--- src/rtl/muldiv_if.sv ---
// Decode <-> muldiv_unit bundle: request strobes, forwarded operands, HI/LO readback and stall.
interface muldiv_if #(parameter int WIDTH = 32);
    logic             mult, multu, div, divu, mthi, mtlo;
    logic             mfhi, mflo, issue;
    logic [WIDTH-1:0] a, b;
    logic [WIDTH-1:0] hi, lo;
    logic             busy, done, stall;

    modport master (
        output mult, multu, div, divu, mthi, mtlo, mfhi, mflo, issue, a, b,
        input  hi, lo, busy, done, stall
    );

    modport slave (
        input  mult, multu, div, divu, mthi, mtlo, mfhi, mflo, issue, a, b,
        output hi, lo, busy, done, stall
    );
endinterface

--- src/rtl/muldiv_unit.sv ---
// Iterative 32-cycle multiply/divide unit owning HI/LO; the divider is built only when
// MULDIV_DIV_EN is defined, otherwise div/divu are accepted as no-ops.
module muldiv_unit #(
    parameter int WIDTH = 32
) (
    input  logic     clk,
    input  logic     rst_n,
    muldiv_if.slave  bus
);

    typedef enum logic {IDLE, RUN} state_t;
    typedef enum logic [2:0] {
        OP_NONE, OP_MULT, OP_MULTU, OP_DIV, OP_DIVU, OP_MTHI, OP_MTLO
    } op_t;

    state_t             state, state_nxt;
    op_t                req;
    logic [4:0]         cnt;
    logic [2*WIDTH-1:0] acc, acc_step;
    logic [WIDTH-1:0]   opb;
    logic [WIDTH-1:0]   hi_q, lo_q;
    logic [WIDTH-1:0]   res_hi, res_lo;
    logic [WIDTH-1:0]   a_mag, b_mag;
    logic               a_neg, b_neg, signed_op;
    logic               neg_lo;
    logic               done_q;
    logic               any_req, accept, start;
`ifdef MULDIV_DIV_EN
    logic               is_div, neg_hi;
`endif

    // NOTE: every always_comb output gets a default first so no path leaves it unassigned (no latch).
    always_comb begin
        req = OP_NONE;
        if (bus.issue) begin
            if      (bus.mult)  req = OP_MULT;
            else if (bus.multu) req = OP_MULTU;
            else if (bus.div)   req = OP_DIV;
            else if (bus.divu)  req = OP_DIVU;
            else if (bus.mthi)  req = OP_MTHI;
            else if (bus.mtlo)  req = OP_MTLO;
        end
    end

    assign any_req   = bus.mult | bus.multu | bus.div | bus.divu | bus.mthi | bus.mtlo;
    assign bus.busy  = (state == RUN);
    assign bus.stall = !((state == RUN) && ((bus.issue && any_req) || bus.mfhi || bus.mflo));
    assign accept    = (state == IDLE) && bus.stall && (req != OP_NONE);
`ifdef MULDIV_DIV_EN
    assign start = accept && (req inside {OP_MULT, OP_MULTU, OP_DIV, OP_DIVU});
`else
    assign start = accept && (req inside {OP_MULT, OP_MULTU});
`endif

    // Signed ops run on magnitudes; signs are reapplied at completion.
    assign signed_op = (req == OP_MULT) || (req == OP_DIV);
    assign a_neg     = signed_op & bus.a[WIDTH-1];
    assign b_neg     = signed_op & bus.b[WIDTH-1];
    assign a_mag     = a_neg ? -bus.a : bus.a;
    assign b_mag     = b_neg ? -bus.b : bus.b;

    // acc holds {partial product, multiplier} for multiply and {remainder, quotient} for divide.
    always_comb begin
        logic [WIDTH:0]   sum;
`ifdef MULDIV_DIV_EN
        logic [WIDTH:0]   shifted;
        logic [WIDTH+1:0] diff;
`endif
        sum      = {1'b0, acc[2*WIDTH-1:WIDTH]} + (acc[0] ? {1'b0, opb} : '0);
        acc_step = {sum, acc[WIDTH-1:1]};
`ifdef MULDIV_DIV_EN
        shifted = {acc[2*WIDTH-1:WIDTH], acc[WIDTH-1]};
        diff    = {1'b0, shifted} - {2'b00, opb};
        if (is_div) begin
            if (!diff[WIDTH+1])
                acc_step = {diff[WIDTH-1:0], acc[WIDTH-2:0], 1'b1};
            else
                acc_step = {shifted[WIDTH-1:0], acc[WIDTH-2:0], 1'b0};
        end
`endif
    end

    always_comb begin
        logic [2*WIDTH-1:0] prod;
        prod   = neg_lo ? -acc_step : acc_step;
        res_hi = prod[2*WIDTH-1:WIDTH];
        res_lo = prod[WIDTH-1:0];
`ifdef MULDIV_DIV_EN
        if (is_div) begin
            res_lo = neg_lo ? -acc_step[WIDTH-1:0] : acc_step[WIDTH-1:0];
            res_hi = neg_hi ? -acc_step[2*WIDTH-1:WIDTH] : acc_step[2*WIDTH-1:WIDTH];
        end
`endif
    end

    always_comb begin
        state_nxt = state;
        case (state)
            IDLE:    if (start) state_nxt = RUN;
            RUN:     if (cnt == 5'd31) state_nxt = IDLE;
            default: state_nxt = IDLE;
        endcase
    end

    // NOTE: sequential state uses non-blocking assignments only, so every flop samples pre-edge values.
    always_ff @(posedge clk) begin
        if (!rst_n) state <= IDLE;
        else        state <= state_nxt;
    end

    // NOTE: the datapath registers are few and all reset, so a mid-run reset leaves no stale partial result.
    always_ff @(posedge clk) begin
        if (!rst_n) begin
            hi_q   <= '0;
            lo_q   <= '0;
            done_q <= 1'b0;
            cnt    <= '0;
            acc    <= '0;
            opb    <= '0;
            neg_lo <= 1'b0;
`ifdef MULDIV_DIV_EN
            is_div <= 1'b0;
            neg_hi <= 1'b0;
`endif
        end else begin
            done_q <= 1'b0;
            if (start) begin
                cnt    <= '0;
                acc    <= {{WIDTH{1'b0}}, a_mag};
                opb    <= b_mag;
                // Divide by zero keeps the all-ones quotient unsigned.
                neg_lo <= (a_neg ^ b_neg) & (|bus.b);
`ifdef MULDIV_DIV_EN
                is_div <= (req == OP_DIV) || (req == OP_DIVU);
                neg_hi <= a_neg;
`endif
            end else if (state == RUN) begin
                acc <= acc_step;
                cnt <= cnt + 5'd1;
                if (cnt == 5'd31) begin
                    hi_q   <= res_hi;
                    lo_q   <= res_lo;
                    done_q <= 1'b1;
                end
            end
            if (accept && req == OP_MTHI) hi_q <= bus.a;
            if (accept && req == OP_MTLO) lo_q <= bus.a;
        end
    end

    assign bus.hi   = hi_q;
    assign bus.lo   = lo_q;
    assign bus.done = done_q;

endmodule

--- src/flat_wrapper.sv ---
// flat-port wrapper written by rule: the top's interface ports become plain ports
module muldiv_unit_flat 
#(
    parameter int WIDTH = 32
)
  (clk, rst_n, bus_mult, bus_multu, bus_div, bus_divu, bus_mthi, bus_mtlo, bus_mfhi, bus_mflo, bus_issue, bus_a, bus_b, bus_hi, bus_lo, bus_busy, bus_done, bus_stall);
  muldiv_if #(.WIDTH(WIDTH)) bus_i ();
  input  logic clk;
  input  logic rst_n;
  input wire logic [$bits(bus_i.mult)-1:0] bus_mult;
  input wire logic [$bits(bus_i.multu)-1:0] bus_multu;
  input wire logic [$bits(bus_i.div)-1:0] bus_div;
  input wire logic [$bits(bus_i.divu)-1:0] bus_divu;
  input wire logic [$bits(bus_i.mthi)-1:0] bus_mthi;
  input wire logic [$bits(bus_i.mtlo)-1:0] bus_mtlo;
  input wire logic [$bits(bus_i.mfhi)-1:0] bus_mfhi;
  input wire logic [$bits(bus_i.mflo)-1:0] bus_mflo;
  input wire logic [$bits(bus_i.issue)-1:0] bus_issue;
  input wire logic [$bits(bus_i.a)-1:0] bus_a;
  input wire logic [$bits(bus_i.b)-1:0] bus_b;
  output wire logic [$bits(bus_i.hi)-1:0] bus_hi;
  output wire logic [$bits(bus_i.lo)-1:0] bus_lo;
  output wire logic [$bits(bus_i.busy)-1:0] bus_busy;
  output wire logic [$bits(bus_i.done)-1:0] bus_done;
  output wire logic [$bits(bus_i.stall)-1:0] bus_stall;
  assign bus_i.mult = bus_mult;
  assign bus_i.multu = bus_multu;
  assign bus_i.div = bus_div;
  assign bus_i.divu = bus_divu;
  assign bus_i.mthi = bus_mthi;
  assign bus_i.mtlo = bus_mtlo;
  assign bus_i.mfhi = bus_mfhi;
  assign bus_i.mflo = bus_mflo;
  assign bus_i.issue = bus_issue;
  assign bus_i.a = bus_a;
  assign bus_i.b = bus_b;
  assign bus_hi = bus_i.hi;
  assign bus_lo = bus_i.lo;
  assign bus_busy = bus_i.busy;
  assign bus_done = bus_i.done;
  assign bus_stall = bus_i.stall;
  muldiv_unit #(.WIDTH(WIDTH)) u_core (.clk(clk), .rst_n(rst_n), .bus(bus_i));
endmodule
--- config.mk ---
export PLATFORM = sky130hd
export DESIGN_NAME = muldiv_unit_flat
export DESIGN_NICKNAME = d
export VERILOG_FILES = /design/src/rtl/muldiv_if.sv /design/src/rtl/muldiv_unit.sv /design/src/flat_wrapper.sv
export SDC_FILE = /design/constraint.sdc
export NUM_CORES = 1
export LEC_CHECK = 0
export BUFFER_PORTS_ARGS = -buffer_cell sky130_fd_sc_hd__buf_2
export CELL_PAD_IN_SITES_DETAIL_PLACEMENT = 1
export CELL_PAD_IN_SITES_GLOBAL_PLACEMENT = 2
export CORE_MARGIN = 8
export CORE_UTILIZATION = 36
export CTS_BUF_LIST = sky130_fd_sc_hd__clkbuf_2
export DETAILED_ROUTE_END_ITERATION = 8
export PLACE_DENSITY = 0.87
export SYNTH_ARGS = -nofsm -noshare
export SYNTH_HDL_FRONTEND = slang
export SYNTH_SLANG_ARGS = --single-unit
--- constraint.sdc ---
create_clock -name clk -period 5 [get_ports clk]
set_input_delay 1 -clock clk [delete_from_list [all_inputs] [get_ports clk]]
set_output_delay 1 -clock clk [all_outputs]
set_load 0.05 [all_outputs]
==> impl_results.md, run 1 <==
* Aggregate routed wire length at 43,600 microns
* DP Area at 0.0129 sq mm
* Final cycle utilization of the critical path at 0.907
* Layout cells sized above 1 at 0.150
* Worst Path Buf+Inv at 1
* Final setup viols at 0
* Crit path top cell by count: a21oi_1
* Fillers at 4,064
* Vias at 12.0k
* Worst slew pin tran at 1.00 ns
* First-pass GRT wire length at 69,100 microns
* Core Footprint at 0.0324 sq mm
* Peak VDD IR at 0.184 mV
* PwrDens at 229 mW/mm^2
* Status: finished, final reports clean
* H-tree levels at 4
* Dpl cells at 2,018
* Max cap viols at 0
* Layout area overhead at 11.8%
* Initial antenna violation count at 1
* Cts bufs inserted at 17
* Worst EP required at 5.70 ns
* Post-synth top cells: nor2_1, dfxtp_1, nand2_1
* Final setup margin at 0.466 ns
* Starting Density at 0.364
* Area leader, netlist: dfxtp_1
* Hold-fix buffers, CTS at 0
* Top-count cell post-synth: nor2_1
* CP startpoint kind: register
* TritonCTS clock tree: yes
* Synth top area cells: dfxtp_1, nor2_1, xnor2_1, mux2i_1, nand2_1
* Drt drc at 0
* Post-Layout Cell Count at 2,051
* Clk_skew at 0.0546 ns
* Worst path cell trace: buf_4 -> and2_1 -> ha_1 -> a21oi_1 -> o21ai_0 -> a211o_1 -> or3_1 -> a2111oi_4 -> nand3_2 -> or4b_4 -> nor4b_2 -> mux2_1 -> a21oi_1
* Gate count of the mapped netlist at 1,506
* Largest net degree at the start of global routing at 85
* Post-route setup TNS at 0 ns
* Routed WL per cell at 21.3 microns
* NumNets Final at 1,708
* Crit path DAT at 5.23 ns
* Post-CTS Setup Inserts at 0
* Die W at 197 microns
* FMAX at 0.221 GHz
* RSZ-0062 raised after global routing: false
* Fin. Hold Viols at 0
* Critical Path Sink Type: register
* Unique masters post-synth at 82
* Rel. slew slack at 0.330
* Worst Path Class, Setup: register to register
* Post-synth ARST share at 0
* Critical path fanouts, max at 25
* GRT Residual Overflow at 0
* Root Buffer: clkbuf_2
* Num rows at 66
* Vias in the first global route at 12.3k
* PortBufs at 141
* GRT Total Usage at 0.222
* RD Place Congestion at 0.894
* Static leakage at 5.01 nW
* Post-synth EDFFs at 0
* Setup Slack @ Placement at 0.511 ns
* Reg clk slew, reported paths at 0.23 ns
* Mapped cell area at 0.0118 sq mm
* Family with the most delay on the worst path: simple AND/OR/NAND/NOR gates
* Half-perimeter wire length after placement at 33,000 microns
* Post-layout min period at 4.53 ns
* Clock latency on the worst-skew pair at 0.80 ns
* Die H at 197 microns
* Boundary pin count at 142
* Yosys warning total at 0
* Vias/cell at 5.83
* Register bit count reported by yosys at 168
* Syn Area/Cell at 7.83 sq um
* Slew Viols, Final at 0
* Routed Antenna Nets at 0
* 1st-iter DRT viols at 691
* Ys flop type: dfxtp_1
* Max stage delay on crit path at 0.63 ns
* Die area at 0.0388 sq mm
* Post_cts resized at 0
* Clock Sinks at 168
* Final instance area at 0.0132 sq mm
* Yosys top cell area share at 0.285
* Hold Slack at 0.466 ns
* Syn nets at 1,619
* Hold WC Path Type: register to register
* Slowest-stage cell, CP: or4b_4
* Drt pass-1 iters at 6
* CTS max path bufs at 2
* Register area share after synthesis at 0.285
-- cell usage in the layout, fill, tap and decap left out, types with 5 or more instances in the layout --
cell type  Yosys  routed
nand3b_1       5       5
ha_1          37      37
nor4_1        15      15
nand2b_1      11      11
and3_1         5       5
nand2_1      146     145
xor2_1        61      61
nand4_1       17      17
o21a_1         8       8
dfxtp_1      168     166
o41ai_1       17      17
o21ai_1        5       5
o21ai_0       69      69
a22oi_1       23      23
mux2i_1       56      56
a21o_1        13      13
a21oi_1       97      97
o31ai_1       28      28
or4_1          9       9
and2_1        51      50
a311oi_1      25      25
and4_1         5       5
buf_4          0      32
or3_1         21      21
nor3_1        25      25
buf_2          2     141
xnor2_1       65      65
a221oi_1      13      13
a211o_1        6       6
a211oi_1      66      66
mux2_2         5       5
nor2_1       188     188
o211ai_1       6       6
nand3_1       21      21
o221ai_1       9       9
nor2b_1       15      15
clkbuf_2       0      17
inv_1         19      18
-- worst reg2reg max path, stage by stage, from the launching register on --
cell,delay (ns)
dfxtp_1,0.38
buf_4,0.20
and2_1,0.18
ha_1,0.42
a21oi_1,0.39
o21ai_0,0.22
a211o_1,0.31
or3_1,0.44
a2111oi_4,0.42
nand3_2,0.17
or4b_4,0.63
nor4b_2,0.26
mux2_1,0.34
a21oi_1,0.12
-- layer usage --
| layer | global-route usage | share of wire | up-vias |
|---|---|---|---|
| met1 | 0.303 | 0.48 | 5956 |
| met3 | 0.0326 | 0.044 | 47 |
| li1 | - | - | 5689 |
| met2 | 0.361 | 0.46 | 273 |
| met5 | 0 | 0 | - |
| met4 | 0.0610 | 0.019 | 0 |
-- sequential cells by signal, indices dropped and copies added, names as in the netlist --
register / flops
u_core.cnt: 5
u_core.neg_lo: 1
u_core.bus.done: 1
u_core.bus.hi: 32
u_core.bus.lo: 32
u_core.opb: 32
u_core.bus.busy: 1
u_core.acc: 64
-- cell families (layout without fill, tap and decap cells) --
| kind of cell | count (synthesis) | after routing | share of synthesized area |
|---|---|---|---|
| and+or+nand+nor | 560 | 560 | 0.231 |
| xor gates and xnor gates | 126 | 126 | 0.0936 |
| AOI/OAI and AO/OA | 430 | 430 | 0.257 |
| muxes | 62 | 62 | 0.0533 |
| DFF | 168 | 168 | 0.285 |
| adders and majority gates | 38 | 38 | 0.0410 |
| buffers and inverters | 122 | 224 | 0.0397 |
| other | 0 | 1 | 0 |
-- area by class of cell --
class	instances	area (sq um)	area share
multi-input cells	1216	7970	0.605
well taps	442	553	0.0420
repair buffers	173	946	0.0718
clock buffers	17	85.1	0.00646
inverters	19	72.6	0.00551
flip-flops and latches	168	3370	0.256
clock inverters	15	174	0.0132
diodes	1	2.50	0.000190
-- power by group --
group	internal, mW	switching (mW)	total, mW
clock	0.281	0.552	0.833
combinational	0.257	0.432	0.688
sequential	1.41	0.0872	1.50
total	1.95	1.07	3.02
-- per-stage QoR --
stage          utilization  power, mW
2_1_floorplan            -       1.97
3_3_place_gp         0.399       2.19
3_5_place_dp         0.399       2.21
4_1_cts              0.407       3.05
5_1_grt              0.407       3.18
6_report             0.407       3.02
-- worst paths after layout --
kind,from,to,slack [ns],depth (start not counted)
setup / recovery,u_core.acc[0],u_core.bus.hi[23],0.47,13
hold / removal,u_core.opb[26],u_core.opb[26],0.47,2
setup reg to reg,u_core.acc[0],u_core.bus.hi[23],0.47,13
hold reg to reg,u_core.opb[26],u_core.opb[26],0.47,2
No activity file was read; power rests on OpenSTA's default activity.
==> run 2: changes to the inputs <==
==> constraint.sdc (replaced) <==
create_clock -name clk -period 5 [get_ports clk]
set_input_delay 0.75 -clock clk [delete_from_list [all_inputs] [get_ports clk]]
set_output_delay 0.75 -clock clk [all_outputs]
set_load 0.05 [all_outputs]
==> impl_results.md, run 2 (same netlist as run 1, synthesis figures left out) <==
* Status: finished, final reports clean (unchanged)
* Dpl cells at 2,015 (was 2,018)
* FMAX at 0.216 GHz (was 0.221 GHz)
* Commonest cells after routing, fill and taps aside: nor2_1, dfxtp_1, nand2_1, buf_2, a21oi_1 (unchanged)
* Core Footprint at 0.0324 sq mm (unchanged)
* Die H at 197 microns (unchanged)
* Sequential Power Share at 0.514 (was 0.496)
* Switching Share at 0.354 (was 0.355)
* PortBufs at 141 (unchanged)
* Max cap viols at 0 (unchanged)
* Pint at 1.89 mW (was 1.95 mW)
* TritonCTS clock tree: yes (unchanged)
* Reg2reg setup slack at 0.38 ns (was 0.47 ns)
* Clk network pwr share at 0.252 (was 0.276)
* Setup Slack @ Placement at 0.460 ns (was 0.511 ns)
* Post-route setup TNS at 0 ns (unchanged)
* GRT Total Usage at 0.221 (was 0.222)
* Layout area overhead at 11.1% (was 11.8%)
* Largest net degree at the start of global routing at 85 (unchanged)
* Clock latency on the worst-skew pair at 0.82 ns (was 0.80 ns)
* Reg clk slew, reported paths at 0.28 ns (was 0.23 ns)
* Clk_skew at 0.0551 ns (was 0.0546 ns)
* Fin. Hold Viols at 0 (unchanged)
* Worst Path Class, Setup: register to register (unchanged)
* Peak VDD IR at 0.138 mV (was 0.184 mV)
* Worst EP required at 5.72 ns (was 5.70 ns)
* CTS max path bufs at 2 (unchanged)
* Critical path fanouts, max at 14 (was 25)
* Clock Sinks at 168 (unchanged)
* Vias at 11.8k (was 12.0k)
* Vias/cell at 5.78 (was 5.83)
* Routed WL per cell at 21.1 microns (was 21.3 microns)
* GRT Residual Overflow at 0 (unchanged)
* Hold-fix buffers, CTS at 0 (unchanged)
* Die area at 0.0388 sq mm (unchanged)
* Starting Density at 0.364 (unchanged)
* Slew Viols, Final at 0 (unchanged)
* H-tree levels at 4 (unchanged)
* Largest register by flop count: u_core.acc (unchanged)
* Die W at 197 microns (unchanged)
* Drt drc at 0 (unchanged)
* Post-layout min period at 4.62 ns (was 4.53 ns)
* PwrDens at 223 mW/mm^2 (was 229 mW/mm^2)
* Critical Path Sink Type: register (unchanged)
* Drt pass-1 iters at 5 (was 6)
* Half-perimeter wire length after placement at 33,200 microns (was 33,000 microns)
* Boundary pin count at 142 (unchanged)
* Initial antenna violation count at 1 (unchanged)
* RD Place Congestion at 0.868 (was 0.894)
* Rel. slew slack at 0.365 (was 0.330)
* Vias in the first global route at 12.3k (about the same)
* RSZ-0062 raised after global routing: false (unchanged)
* Num rows at 66 (unchanged)
* Most common cell after layout, fill and taps aside: nor2_1 (unchanged)
* Cts bufs inserted at 17 (unchanged)
* Post-CTS Setup Inserts at 0 (unchanged)
* Final setup viols at 0 (unchanged)
* 1st-iter DRT viols at 652 (was 691)
* First-pass GRT wire length at 68,500 microns (was 69,100 microns)
* NumNets Final at 1,705 (was 1,708)
* CP startpoint kind: register (unchanged)
* Hold WC Path Type: input port to register (was register to register)
* Static leakage at 4.97 nW (was 5.01 nW)
* Post_cts resized at 0 (unchanged)
* Final setup margin at 0.381 ns (was 0.466 ns)
* Max reg flops at 64 (unchanged)
* Layout cells sized above 1 at 0.146 (was 0.150)
* Worst slew pin tran at 0.950 ns (was 1.00 ns)
* Routed Antenna Nets at 0 (unchanged)
* Crit path DAT at 5.34 ns (was 5.23 ns)
* Root Buffer: clkbuf_2 (unchanged)
* Final cycle utilization of the critical path at 0.924 (was 0.907)
* Aggregate routed wire length at 43,300 microns (was 43,600 microns)
* Pwr Total at 2.92 mW (was 3.02 mW)
* Post-Layout Cell Count at 2,047 (was 2,051)
* P_sw at 1.04 mW (was 1.07 mW)
* Comb power frac at 0.234 (was 0.228)
## run 2: routing by layer
| metal | vias up | GRT usage | share of wire |
|---|---|---|---|
| met5 | - | 0 | 0 |
| met4 | 0 | 0.0669 | 0.022 |
| met3 | 53 | 0.0362 | 0.044 |
| met2 | 280 | 0.358 | 0.45 |
| met1 | 5824 | 0.296 | 0.48 |
| li1 | 5680 | - | - |
## run 2: path summary, 6_finish.rpt
| kind | from | end | cells past startpoint |
|---|---|---|---|
| setup reg to reg | u_core.acc[0] | u_core.bus.hi[23] | 13 |
| setup / recovery | u_core.acc[0] | u_core.bus.hi[23] | 13 |
| hold reg to reg | u_core.opb[22] | u_core.opb[22] | 2 |
| hold / removal | bus_a[27] | u_core.bus.lo[27] | 3 |
## run 2: critical path, cell delays in order (launching register included)
cell and delay, ns:
dfxtp_1 0.61, and2_1 0.20, ha_1 0.21, fa_1 0.25, nand3_1 0.14, a211o_1 0.35
a2111oi_2 0.48, o21ai_0 0.18, a22oi_1 0.25, or4b_1 0.53, or4b_4 0.59, nor4b_2 0.30
mux2_1 0.36, a21oi_1 0.12
## run 2: power by group through the flow
stage               sequential (mW)  combinational (mW)  clock, mW
finish                         1.50               0.684      0.737
global route                   1.51               0.748      0.820
CTS                            1.50               0.684      0.769
detailed placement             1.53               0.680          0
global placement               1.52               0.662          0
floorplan                      1.49               0.471          0
## run 2: final cells by class
cell class	count	area [sq um]
fillers	4038	19300
multi-input cells	1216	7970
flip-flops and latches	168	3370
repair buffers	170	923
well taps	442	553
clock inverters	12	111
clock buffers	19	95.1
inverters	19	72.6
diodes	1	2.50
## run 2: metrics by stage
| stage | instance area [sq um] | util | hold WS (ns) |
|---|---|---|---|
| 6_report | 13100 | 0.405 | 0.199 |
| 5_1_grt | 13100 | 0.405 | 0.110 |
| 4_1_cts | 13100 | 0.405 | 0.122 |
| 3_5_place_dp | 12900 | 0.398 | 0.448 |
| 3_3_place_gp | 12900 | 0.398 | 0.438 |
| 2_1_floorplan | 11800 | - | 0.427 |
==> run 3: changes to the inputs <==
--- a/config.mk
+++ b/config.mk
@@ -14,4 +14,5 @@
 export DETAILED_ROUTE_END_ITERATION = 8
 export PLACE_DENSITY = 0.87
+export RECOVER_POWER = 50
 export SYNTH_ARGS = -nofsm -noshare
 export SYNTH_HDL_FRONTEND = slang
==> constraint.sdc (replaced) <==
create_clock -name clk -period 5 [get_ports clk]
set_input_delay 1 -clock clk [delete_from_list [all_inputs] [get_ports clk]]
set_output_delay 1 -clock clk [all_outputs]
set_load 0.05 [all_outputs]
==> impl_results.md, run 3 (same netlist as run 1, synthesis figures left out) <==
* Fillers at 4,091 (was 4,038)
* Final core occ at 0.404 (was 0.405)
* Max cap viols at 2 (was 0)
* Comb power frac at 0.227 (was 0.234)
* Post-layout min period at 4.54 ns (was 4.62 ns)
* Worst path cell trace: buf_4 -> and2_1 -> ha_1 -> a21oi_1 -> o21ai_0 -> a211o_1 -> or3_1 -> a2111oi_4 -> nand3_2 -> or4b_4 -> nor4b_2 -> mux2_1 -> a21oi_1 (was and2_1 -> ha_1 -> fa_1 -> nand3_1 -> a211o_1 -> a2111oi_2 -> o21ai_0 -> a22oi_1 -> or4b_1 -> or4b_4 -> nor4b_2 -> mux2_1 -> a21oi_1)
* Layout area overhead at 10.9% (was 11.1%)
* Largest register by flop count: u_core.acc (unchanged)
* Boundary pin count at 142 (unchanged)
* Most common cell after layout, fill and taps aside: nor2_1 (unchanged)
* Core Footprint at 0.0324 sq mm (unchanged)
* Post_cts resized at 0 (unchanged)
* Drt drc at 0 (unchanged)
* Max reg flops at 64 (unchanged)
* FMAX at 0.220 GHz (was 0.216 GHz)
* Post-Layout Cell Count at 2,051 (was 2,047)
* Post-CTS Setup Inserts at 0 (unchanged)
* GRT Total Usage at 0.222 (was 0.221)
* DP Area at 0.0129 sq mm (about the same)
* Final setup viols at 0 (unchanged)
* Max stage delay on crit path at 0.63 ns (was 0.61 ns)
* Layout cells sized above 1 at 0.106 (was 0.146)
* GRT Residual Overflow at 0 (unchanged)
* Die W at 197 microns (unchanged)
* Critical path fanouts, max at 25 (was 14)
* Clk_skew at 0.0560 ns (was 0.0551 ns)
* Vias/cell at 5.84 (was 5.78)
* P_sw at 1.07 mW (was 1.04 mW)
* Starting Density at 0.364 (unchanged)
* Peak VDD IR at 0.184 mV (was 0.138 mV)
* TritonCTS clock tree: yes (unchanged)
* RSZ-0062 raised after global routing: false (unchanged)
* Reg clk slew, reported paths at 0.23 ns (was 0.28 ns)
* NumNets Final at 1,708 (was 1,705)
* Worst EP required at 5.70 ns (was 5.72 ns)
* Initial antenna violation count at 1 (unchanged)
* Clk network pwr share at 0.276 (was 0.252)
* CTS max path bufs at 2 (unchanged)
* RD Place Congestion at 0.894 (was 0.868)
* Hold-fix buffers, CTS at 0 (unchanged)
* Status: finished, violations left (was finished, final reports clean)
* Static leakage at 4.71 nW (was 4.97 nW)
* First-pass GRT wire length at 69,100 microns (was 68,500 microns)
* Commonest cells after routing, fill and taps aside: nor2_1, dfxtp_1, nand2_1, a21oi_1, buf_2 (was nor2_1, dfxtp_1, nand2_1, buf_2, a21oi_1)
* Final instance area at 0.0131 sq mm (about the same)
* Num rows at 66 (unchanged)
* H-tree levels at 4 (unchanged)
* Root Buffer: clkbuf_2 (unchanged)
* Violated checks: max-capacitance violations, max-slew violations
* Aggregate routed wire length at 43,700 microns (was 43,300 microns)
* 1st-iter DRT viols at 687 (was 652)
* Die area at 0.0388 sq mm (unchanged)
* Fin. Hold Viols at 0 (unchanged)
* Crit path top cell by count: a21oi_1
* Clock latency on the worst-skew pair at 0.80 ns (was 0.82 ns)
* FF/Latch Area at 0.00337 sq mm (unchanged)
* Hold Slack at 0.466 ns (was 0.199 ns)
* Final cycle utilization of the critical path at 0.908 (was 0.924)
* Routed Antenna Nets at 0 (unchanged)
* Slew Viols, Final at 122 (was 0)
* Pint at 1.95 mW (was 1.89 mW)
* Drt pass-1 iters at 5 (unchanged)
* Vias in the first global route at 12.3k (about the same)
* PwrDens at 231 mW/mm^2 (was 223 mW/mm^2)
* Switching Share at 0.355 (was 0.354)
* Vias at 12.0k (was 11.8k)
* Slowest-stage cell, CP: or4b_4 (was dfxtp_1)
* CP startpoint kind: register (unchanged)
* PortBufs at 141 (unchanged)
* Half-perimeter wire length after placement at 33,000 microns (was 33,200 microns)
* Routed WL per cell at 21.3 microns (was 21.1 microns)
* Critical Path Sink Type: register (unchanged)
* Cts bufs inserted at 17 (unchanged)
* Area of the multi-input gates at 0.00797 sq mm (about the same)
* Dpl cells at 2,018 (was 2,015)
* Clock Sinks at 168 (unchanged)
* Worst slew pin tran at 2.04 ns (was 0.950 ns)
* Hold WC Path Type: register to register (was input port to register)
* Post-route setup TNS at 0 ns (unchanged)
* Die H at 197 microns (unchanged)
* Worst Path Class, Setup: register to register (unchanged)
* Largest net degree at the start of global routing at 85 (unchanged)
* Rel. slew slack at -0.362 (was 0.365)
* Crit path DAT at 5.24 ns (was 5.34 ns)
* Sequential Power Share at 0.496 (was 0.514)
## run 3: changes by cell type in the layout (fill, tap and decap cells not counted), sizes merged
cell / before / now
buf: 170 / 103
bufinv: 2 / 3
clkbuf: 19 / 87
clkinv: 8 / 6
inv: 18 / 22
## run 3: per-stage QoR
stage | total power [mW] | worst slack [ns]
final | 3.02 | 0.462
after global routing | 3.18 | 0.184
after CTS | 3.05 | 0.475
after detailed placement | 2.21 | 0.511
after global placement | 2.19 | 0.588
after floorplan | 1.97 | 0.916
## run 3: worst paths after layout
check | slack [ns] | startpoint | endpoint | cells past startpoint
setup / recovery | 0.46 | u_core.acc[0] | u_core.bus.hi[23] | 13
hold / removal | 0.47 | u_core.opb[26] | u_core.opb[26] | 2
setup reg to reg | 0.46 | u_core.acc[0] | u_core.bus.hi[23] | 13
hold reg to reg | 0.47 | u_core.opb[26] | u_core.opb[26] | 2
## run 3: per-layer routing
layer / part of all wire / GRT usage / vias to the layer above
met5: 0 / 0 / -
met2: 0.46 / 0.361 / 293
met3: 0.044 / 0.0326 / 45
met4: 0.018 / 0.0610 / 0
met1: 0.48 / 0.303 / 5953
li1: - / - / 5687
## run 3: critical path: cells and delay by family, from the launching register on
family | cells | cell delay [ns]
AO/OA/AOI/OAI | 5 | 1.46
adder cells (fa/ha/maj) | 1 | 0.41
buffers and inverters | 1 | 0.21
flip-flops | 1 | 0.38
multiplexers | 1 | 0.34
AND/OR/NAND/NOR | 5 | 1.68
## run 3: layout make-up
cell class	instances	share of cell area
clock inverters	15	0.0133
well taps	442	0.0423
multi-input cells	1216	0.609
flip-flops and latches	168	0.258
clock buffers	17	0.00651
inverters	19	0.00555
repair buffers	173	0.0650
diodes	1	0.000191
## run 3: power by group through the flow
stage                     registers, mW  logic [mW]  clock network (mW)
after floorplan                    1.49       0.471                   0
after global placement             1.52       0.670                   0
after detailed placement           1.52       0.686                   0
after CTS                          1.50       0.690               0.861
after global routing               1.51       0.757               0.908
final                              1.50       0.687               0.835
